--- src/rtl/rs_issue_scheduler.sv ---
// Reservation-station issue scheduler: tracks slot occupancy, operand readiness and age,
// and offers the oldest ready slot to the functional unit over a valid/ready handshake.
module rs_issue_scheduler #(
  parameter int NUM_RS_ENTRIES = 8,
  parameter int TYPE           = 0,
  localparam int IDX_W         = $clog2(NUM_RS_ENTRIES)
) (
  input  logic                      clk,
  input  logic                      rst_n,
  input  logic                      flush,
  input  logic                      alloc_valid_0,
  input  logic [IDX_W-1:0]          alloc_slot_0,
  input  logic                      alloc_rdy_0,
  input  logic                      alloc_valid_1,
  input  logic [IDX_W-1:0]          alloc_slot_1,
  input  logic                      alloc_rdy_1,
  input  logic [NUM_RS_ENTRIES-1:0] ready_set,
  output logic                      issue_valid,
  output logic [IDX_W-1:0]          issue_slot,
  input  logic                      issue_ready,
  output logic                      return_slot_valid,
  output logic [IDX_W-1:0]          return_slot,
  output logic [IDX_W:0]            occupancy,
  output logic                      err_alloc
);

  localparam int N  = NUM_RS_ENTRIES;
  localparam int CW = IDX_W + 2;

  if (TYPE < 0 || TYPE > 2) begin : g_bad_type
    $error("rs_issue_scheduler: TYPE must be 0, 1 or 2");
  end
  if (N < 2 || (N & (N - 1)) != 0) begin : g_bad_size
    $error("rs_issue_scheduler: NUM_RS_ENTRIES must be a power of two >= 2");
  end

  logic [N-1:0]     occ_q, rdy_q, occ_d, rdy_d, occ_base, cand;
  logic [N-1:0]     old_q [N];
  logic [N-1:0]     old_d [N];
  logic             lock_v_q;
  logic [IDX_W-1:0] lock_slot_q;
  logic             ret_v_q;
  logic [IDX_W-1:0] ret_slot_q;
  logic [IDX_W:0]   cnt_q, cnt_d;
  logic             err_q, err_d;
  logic [IDX_W-1:0] oldest;
  logic             found, blocked, fire;
  logic [CW-1:0]    cnt_sum;

  // Oldest ready slot: the candidate that no other candidate is older than.
  always_comb begin
    cand    = occ_q & rdy_q;
    oldest  = '0;
    found   = 1'b0;
    blocked = 1'b0;
    for (int i = 0; i < N; i++) begin
      blocked = 1'b0;
      for (int j = 0; j < N; j++) begin
        if (cand[j] && old_q[j][i]) blocked = 1'b1;
      end
      if (cand[i] && !blocked && !found) begin
        oldest = IDX_W'(i);
        found  = 1'b1;
      end
    end
  end

  assign issue_valid       = lock_v_q | (|cand);
  assign issue_slot        = lock_v_q ? lock_slot_q : oldest;
  assign fire              = issue_valid & issue_ready;
  assign return_slot_valid = ret_v_q;
  assign return_slot       = ret_slot_q;
  assign occupancy         = cnt_q;
  assign err_alloc         = err_q;

  always_comb begin
    occ_d = occ_q;
    rdy_d = rdy_q | (ready_set & occ_q);
    for (int i = 0; i < N; i++) old_d[i] = old_q[i];
    if (fire) begin
      occ_d[issue_slot] = 1'b0;
      rdy_d[issue_slot] = 1'b0;
    end
    occ_base = occ_d;
    // Age columns: every slot still resident is older than the new entry; lane 0 beats lane 1.
    if (alloc_valid_0) begin
      for (int j = 0; j < N; j++) begin
        if (occ_base[j]) old_d[j][alloc_slot_0] = 1'b1;
      end
      occ_d[alloc_slot_0] = 1'b1;
      rdy_d[alloc_slot_0] = alloc_rdy_0 | ready_set[alloc_slot_0];
    end
    if (alloc_valid_1) begin
      for (int j = 0; j < N; j++) begin
        if (occ_base[j]) old_d[j][alloc_slot_1] = 1'b1;
      end
      occ_d[alloc_slot_1] = 1'b1;
      rdy_d[alloc_slot_1] = alloc_rdy_1 | ready_set[alloc_slot_1];
    end
    if (alloc_valid_0) old_d[alloc_slot_0] = '0;
    if (alloc_valid_1) old_d[alloc_slot_1] = '0;
    if (alloc_valid_0 && alloc_valid_1 && alloc_slot_0 != alloc_slot_1)
      old_d[alloc_slot_0][alloc_slot_1] = 1'b1;

    cnt_sum = CW'(cnt_q) + CW'(alloc_valid_0) + CW'(alloc_valid_1);
    if (fire) cnt_sum = (cnt_sum != '0) ? cnt_sum - CW'(1) : '0;
    cnt_d = (cnt_sum > CW'(N)) ? (IDX_W+1)'(N) : cnt_sum[IDX_W:0];

    err_d = err_q
          | (alloc_valid_0 & occ_q[alloc_slot_0])
          | (alloc_valid_1 & occ_q[alloc_slot_1])
          | (alloc_valid_0 & alloc_valid_1 & (alloc_slot_0 == alloc_slot_1))
          | (fire & alloc_valid_0 & (alloc_slot_0 == issue_slot))
          | (fire & alloc_valid_1 & (alloc_slot_1 == issue_slot));
  end

  always_ff @(posedge clk or negedge rst_n) begin
    if (!rst_n) begin
      occ_q       <= '0;
      rdy_q       <= '0;
      for (int i = 0; i < N; i++) old_q[i] <= '0;
      lock_v_q    <= 1'b0;
      lock_slot_q <= '0;
      ret_v_q     <= 1'b0;
      ret_slot_q  <= '0;
      cnt_q       <= '0;
      err_q       <= 1'b0;
    end else if (flush) begin
      occ_q    <= '0;
      rdy_q    <= '0;
      for (int i = 0; i < N; i++) old_q[i] <= '0;
      lock_v_q <= 1'b0;
      ret_v_q  <= 1'b0;
      cnt_q    <= '0;
    end else begin
      occ_q <= occ_d;
      rdy_q <= rdy_d;
      for (int i = 0; i < N; i++) old_q[i] <= old_d[i];
      cnt_q   <= cnt_d;
      err_q   <= err_d;
      ret_v_q <= fire;
      if (fire) ret_slot_q <= issue_slot;
      // Hold the offered slot steady while the FU stalls.
      if (fire) begin
        lock_v_q <= 1'b0;
      end else if (issue_valid) begin
        lock_v_q    <= 1'b1;
        lock_slot_q <= issue_slot;
      end
    end
  end

endmodule

--- config.mk ---
export PLATFORM = sky130hd
export DESIGN_NAME = rs_issue_scheduler
export DESIGN_NICKNAME = d
export VERILOG_FILES = /design/src/rtl/rs_issue_scheduler.sv
export SDC_FILE = /design/constraint.sdc
export NUM_CORES = 1
export LEC_CHECK = 0
export BUFFER_PORTS_ARGS = -buffer_cell sky130_fd_sc_hd__clkbuf_2
export CORE_MARGIN = 5
export CORE_UTILIZATION = 60
export CTS_BUF_LIST = sky130_fd_sc_hd__clkbuf_8
export DETAILED_ROUTE_END_ITERATION = 8
export GPL_TIMING_DRIVEN = 0
export HOLD_SLACK_MARGIN = 0.12
export PLACE_DENSITY = 0.78
export REMOVE_ABC_BUFFERS = 1
export SYNTH_ARGS = -nofsm -noshare
export SYNTH_HDL_FRONTEND = slang
export SYNTH_SLANG_ARGS = --single-unit
--- constraint.sdc ---
create_clock -name clk -period 8.3 [get_ports clk]
set_input_delay 0.415 -clock clk [delete_from_list [all_inputs] [get_ports clk]]
set_output_delay 0.415 -clock clk [all_outputs]
set_load 0.01 [all_outputs]
-- Yosys cells after proc, flatten, opt, wreduce, memory -nomap -nowiden
Index checks and enable logic that the tools add are counted.
- word-level logic and storage cells: 329
- register bits after elaboration: 93
- $lt $le $gt $ge: 11
- reduce and logical (&&, ||, !) cells: 106
- equality and inequality tests: 4
- add/sub/neg operators: 3
- bitwise gates (word level): 50
- multiplexer cells: 139
- operators by type and width (operator ; count):
    $mux W64 ; 6
    $mux W8 ; 27
    $or A8 B8 Y8 ; 19
    $and A64 B64 Y64 ; 2
    $not A64 Y64 ; 2
    $logic_and A1 B1 Y1 ; 86
    $mux W1 ; 83
    $demux W8 S3 ; 3
    $or A64 B64 Y64 ; 1
    $and A8 B8 Y8 ; 4
    $mux W3 ; 7
    $bwmux W8 ; 2
    $logic_not A1 Y1 ; 15
    $bmux W1 S3 ; 4
    $lt A3 B4 Y1 const B ; 3
    $mux W5 ; 2
    $and A1 B1 Y1 ; 9
    $demux W1 S3 ; 3
    $eq A3 B3 Y1 ; 3
    $ge A3 B1 Y1 const B ; 3
    $ge A4 B4 Y1 const B ; 2
    $lt A4 B1 Y1 const B ; 2
    $mux W4 ; 2
    $not A3 Y4 ; 2
    other kinds (13) ; 21

-- Depth between registers and ports, before layout
- word-level depth: 54
- mapped depth: 12
- mapped depth without buffers: 11

-- Worst setup path after synthesis
OpenSTA, ideal clock, no wires.
- path type: register to register
- from: reg occ_q[3]
- to: reg rdy_q[2]
- library setup time: 0.146 ns
- arrival: 2.536 ns
- period minus slack after synthesis: 2.682 ns
- cell stages (with the launch flop): 12
- setup slack: 5.618 ns
- path through: dfrtp_1 -> buf_6 -> and2_4 -> buf_6 -> a32o_1 -> a2111o_1 -> a211oi_2 -> o2bb2ai_4 -> nor3_4 -> a211oi_1 -> a221oi_1 -> a311oi_1
- longest elaborated chain between the ends: 44
- elaborated cells on any way between the ends: 110
- ends and longest elaborated chain (what ; line ; source):
    start, declared ; 37 ; logic [N-1:0] occ_q, rdy_q, occ_d, rdy_d, occ_base, cand;
    start signal, assigned ; 119 ; occ_q <= '0;
    start signal, assigned ; 129 ; occ_q <= '0;
    start signal, assigned ; 136 ; occ_q <= occ_d;
    $and A8 B8 Y8 * ; 52 ; cand = occ_q & rdy_q;
    $logic_and A1 B1 Y1 ; 59 ; if (cand[j] && old_q[j][i]) blocked = 1'b1;
    $mux W1 (5 in series) ; 59 ;
    $logic_not A1 Y1 ; 61 ; if (cand[i] && !blocked && !found) begin
    $logic_and A1 B1 Y1 ; 61 ;
    $mux W1 ; 61 ;
    $logic_not A1 Y1 ; 61 ;
    $logic_and A1 B1 Y1 ; 61 ;
    (+24 left out) ; -- ;
    $not A8 Y8 (no source line) ; -- ;
    $and A8 B8 Y8 (no source line) ; -- ;
    $mux W8 * ; 80 ; if (fire) begin
    $bwmux W8 ; 91 ; rdy_d[alloc_slot_0] = alloc_rdy_0 | ready_set[alloc_slot_0];
    $mux W8 * ; 86 ; if (alloc_valid_0) begin
    $bwmux W8 ; 98 ; rdy_d[alloc_slot_1] = alloc_rdy_1 | ready_set[alloc_slot_1];
    $mux W8 * ; 93 ; if (alloc_valid_1) begin
    $mux W8 * ; 128 ; end else if (flush) begin
    end signal, assigned ; 137 ; rdy_q <= rdy_d;
    end, declared ; 37 ;
Mark *: on every way between the ends. The rest lies on a longest branch, timed or not.
A chain may end at the register's enable or synchronous reset.

-- Final worst setup path
- from: reg occ_q[5]
- to: out issue_slot[0]
- longest elaborated chain between the ends: 30
- elaborated cells on any way between the ends: 78
- ends and longest elaborated chain (what ; line ; source):
    $and A8 B8 Y8 * ; 52 ;
    $logic_and A1 B1 Y1 ; 59 ;
    $mux W1 (3 in series) ; 59 ;
    $logic_not A1 Y1 ; 61 ;
    $logic_and A1 B1 Y1 ; 61 ;
    $mux W1 ; 61 ;
    $logic_not A1 Y1 ; 61 ;
    $logic_and A1 B1 Y1 ; 61 ;
    (+12 left out) ; -- ;
    $mux W1 ; 61 ;
    $logic_not A1 Y1 ; 61 ;
    $logic_and A1 B1 Y1 ; 61 ;
    $mux W1 ; 61 ;
    $logic_not A1 Y1 ; 61 ;
    $logic_and A1 B1 Y1 ; 61 ;
    $mux W3 * ; 61 ;
    $mux W3 * ; 69 ; assign issue_slot = lock_v_q ? lock_slot_q : oldest;
    end, declared ; 19 ; output logic [IDX_W-1:0] issue_slot,
Marked as above.

==> qor.txt <==
Vias after detailed routing: 5805
Post-DP Area: 6030 µm²
DR top layer: met5
Post-synth top area share: 0.394
RSZ-0062 raised after global routing: no
Final worst slack: 3.87 ns
Maximum clock frequency: 226 MHz
Clock latency on the worst-skew pair: 0.40 ns
Share of cells above drive strength 1: 0.148
Final global-route overflow total: 0
FP Rows: 36
Top-count cell post-synth: a21oi_1
Drt drc: 0
FF-to-FF path depth: 9
Max Slew Vio Count: 0
Port Buffers: 34
Family with the most delay on the worst path: compound AO/OA/AOI/OAI gates
Die area: 11900 µm²
Critical R2R Capture: old_q[55]
YS warnings: 0
Minimum clock period: 4.43 ns
Wire length reported by the detailed router: 18900 µm
Core area: 9680 µm²
Worst min path class: reg2reg
Longest Clk Path Bufs: 2
Antenna viol nets, final: 0
# H-tree levels: 3
Design Area, Final: 6240 µm²
GRT Total Usage: 0.330
Comb pwr share: 0.209
Vias/cell: 7.25
Register area share after synthesis: 0.394
Multiplexer share of the synthesized area: 0.0108
Max cap viols: 0
Clk pwr share: 0.304
Post-CTS setup repair buffer count: 0
XOR/XNOR share of the synthesized area: 0.0163
Hold buffers post-CTS: 1
DP HPWL: 12900 µm
Met1 Wirelength: 7100 µm
Outcome: complete, no violations
FFs w/ async S/R, synth: 1.00
Number of flops mapped to enable cells by yosys: 0
Root Driver: clkbuf_8
Prevailing post-synth register cell: dfrtp_1
P&R area growth vs syn: 5.70%
Syn Inst Count: 672
CTS tree: done
Final hold violations: 0
Clock slew at reported path FFs: 0.09 ns
Max Clock Skew: 0.0113 ns
NetSw: 0.353 mW
Top Ports: 35
Vias in the first global route: 5355
Count of cells resized by post-cts repair: 0
Slew headroom: 0.119
Critical-path maximum fanout: 19
CP Launch Type: flip-flop
Synth Register Bits: 93
Ranking of synthesized cells by area: dfrtp_1 (39%), a21oi_1 (8.0%), a22oi_1 (8.0%)
Die height: 109 µm
Simple-gate portion of the synthesized area: 0.231
Antenna Cells: 0
Peak VDD IR: 184 µV
Antenna violations before repair: 1
CP Depth: 7
Dpl ws: 4.22 ns
Finished Core Util: 0.645
Slowest cell on crit path: a311oi_2
Cell Int Power: 0.700 mW
Switching Fraction: 0.335
Largest net degree at the start of global routing: 87
Worst-margin pin slew: 1.32 ns
Hold path startpoint: lock_slot_q[0]
Adder-Cell Fraction of Synth Area: 0.00763
CP bufs+invs: 2
WL met3: 2430 µm
Final setup fails: 0
Cells along the critical path: nand2_1 -> a311o_1 -> nor3_2 -> nor2_1 -> a311oi_2 -> inv_2 -> clkbuf_2
Final Non-Filler Cells: 801
Synth cell count leaders: a21oi_1 (95), dfrtp_1 (93), a22oi_1 (63), nand2_1 (63), nor2_1 (50)
Library cells used by synthesis: 73
Cts bufs inserted: 9
Filler cell count: 841
Setup slack, reg-to-reg: 4.08 ns
WP data arrival: 4.02 ns
Post-synthesis cell area: 5910 µm²
Post-synthesis compound-gate area fraction: 0.275
Cell Pwr Density: 169 nW/µm²
CP max stage delay: 1.11 ns
Placed cells: 784
Die width: 109 µm
Drt wl/cell: 23.6 µm
Setup TNS: 0 ns
Cell taking the most area after synthesis: dfrtp_1
Largest family of logic cells by synthesized area: compound AO/OA/AOI/OAI gates
Crit Path Class: reg2out
Met2 Wirelength: 8410 µm
Period utilization: 0.534
Clk sinks: 93
Reg2reg start: occ_q[5]
Worst Hold Endpoint: lock_slot_q[0]
Initial DRC Count: 992
Routability Congestion: 0.962
Global-route wire length before repair: 29700 µm
Worst setup EP type: primary output
Syn_area_per_cell: 8.79 µm²
Flop pwr share: 0.487
Hold depth: 2
Worst EP required: 7.89 ns
Nets@finish: 688
Static leakage: 2.46 nW
Detailed Routing Iterations Pass 1: 7
Starting Density: 0.610
==> layer usage <==
metal / up-vias / GRT usage
met4: 2 / 0.149
met5: - / 0
li1: 2506 / -
met2: 445 / 0.504
met3: 97 / 0.119
met1: 2755 / 0.421
==> power groups by stage <==
stage | clock network [mW] | logic, mW | registers (mW)
after detailed placement | 0 | 0.217 | 0.519
after global routing | 0.339 | 0.243 | 0.515
final | 0.320 | 0.220 | 0.512
after floorplan | 0 | 0.123 | 0.515
after CTS | 0.318 | 0.218 | 0.510
after global placement | 0 | 0.205 | 0.518
==> layout make-up <==
class / instances / area (µm²) / share of cell area
Multi-Input combinational cell: 505 / 3220 / 0.515
Clock inverter: 6 / 61.3 / 0.00982
Clock buffer: 10 / 138 / 0.0220
Tap cell: 133 / 166 / 0.0267
Sequential cell: 93 / 2330 / 0.373
Inverter: 14 / 60.1 / 0.00962
Timing Repair Buffer: 40 / 274 / 0.0439
==> flip-flops by register name, summed over array words and instances, names as in the netlist <==
| signal | count |
|---|---|
| old_q | 64 |
| occ_q | 8 |
| rdy_q | 8 |
| occupancy | 4 |
| lock_slot_q | 3 |
| return_slot | 3 |
| err_alloc | 1 |
| lock_v_q | 1 |
| return_slot_valid | 1 |
==> cells by family (layout without fill, tap and decap cells) <==
logic type,after synthesis,count (layout)
adder cells (fa/ha/maj),3,3
multiplexers,6,6
AO/OA/AOI/OAI,226,226
flip-flops,93,93
XOR/XNOR,11,11
buffers and inverters,74,70
AND/OR/NAND/NOR,259,259
==> worst max-delay path by stage <==
stage | startpoint | slack (ns) | to
global placement | occ_q[5] | 4.29 | old_q[39]
global route | occ_q[5] | 3.80 | issue_slot[0]
finish | occ_q[5] | 3.87 | issue_slot[0]
detailed placement | occ_q[5] | 4.22 | old_q[55]
CTS | occ_q[5] | 3.98 | issue_slot[0]
floorplan | occ_q[3] | 5.22 | rdy_q[3]
==> placed cells by master (no fill, tap or decap), types with 4 or more instances in the layout <==
master / instances
a22oi_1: 63
xnor2_1: 9
nand2_1: 63
nand2b_1: 4
a21o_1: 4
nor2b_1: 4
and3b_1: 4
nand3_1: 39
a21oi_1: 95
nor3_2: 5
nor3_1: 12
nand3_2: 4
a211oi_4: 4
clkbuf_2: 32
dfrtp_1: 93
o21ai_0: 7
a32o_1: 7
nand4_1: 37
a311oi_1: 8
inv_1: 11
clkbuf_8: 10
nor3b_1: 9
nor2_1: 50
==> tightest hold or removal path: cells and delay by family, from the launching register on <==
kind / cells / cell delay [ns]
compound gates: 1 / 0.07
flops: 1 / 0.34
simple gates: 1 / 0.05
==> through the flow <==
step,power [mW],hold slack [ns]
3_3_place_gp,0.723,0.459
6_report,1.05,0.498
5_1_grt,1.10,0.540
2_1_floorplan,0.638,0.119
4_1_cts,1.05,0.505
3_5_place_dp,0.736,0.405
No activity file was read; power rests on OpenSTA's default activity.
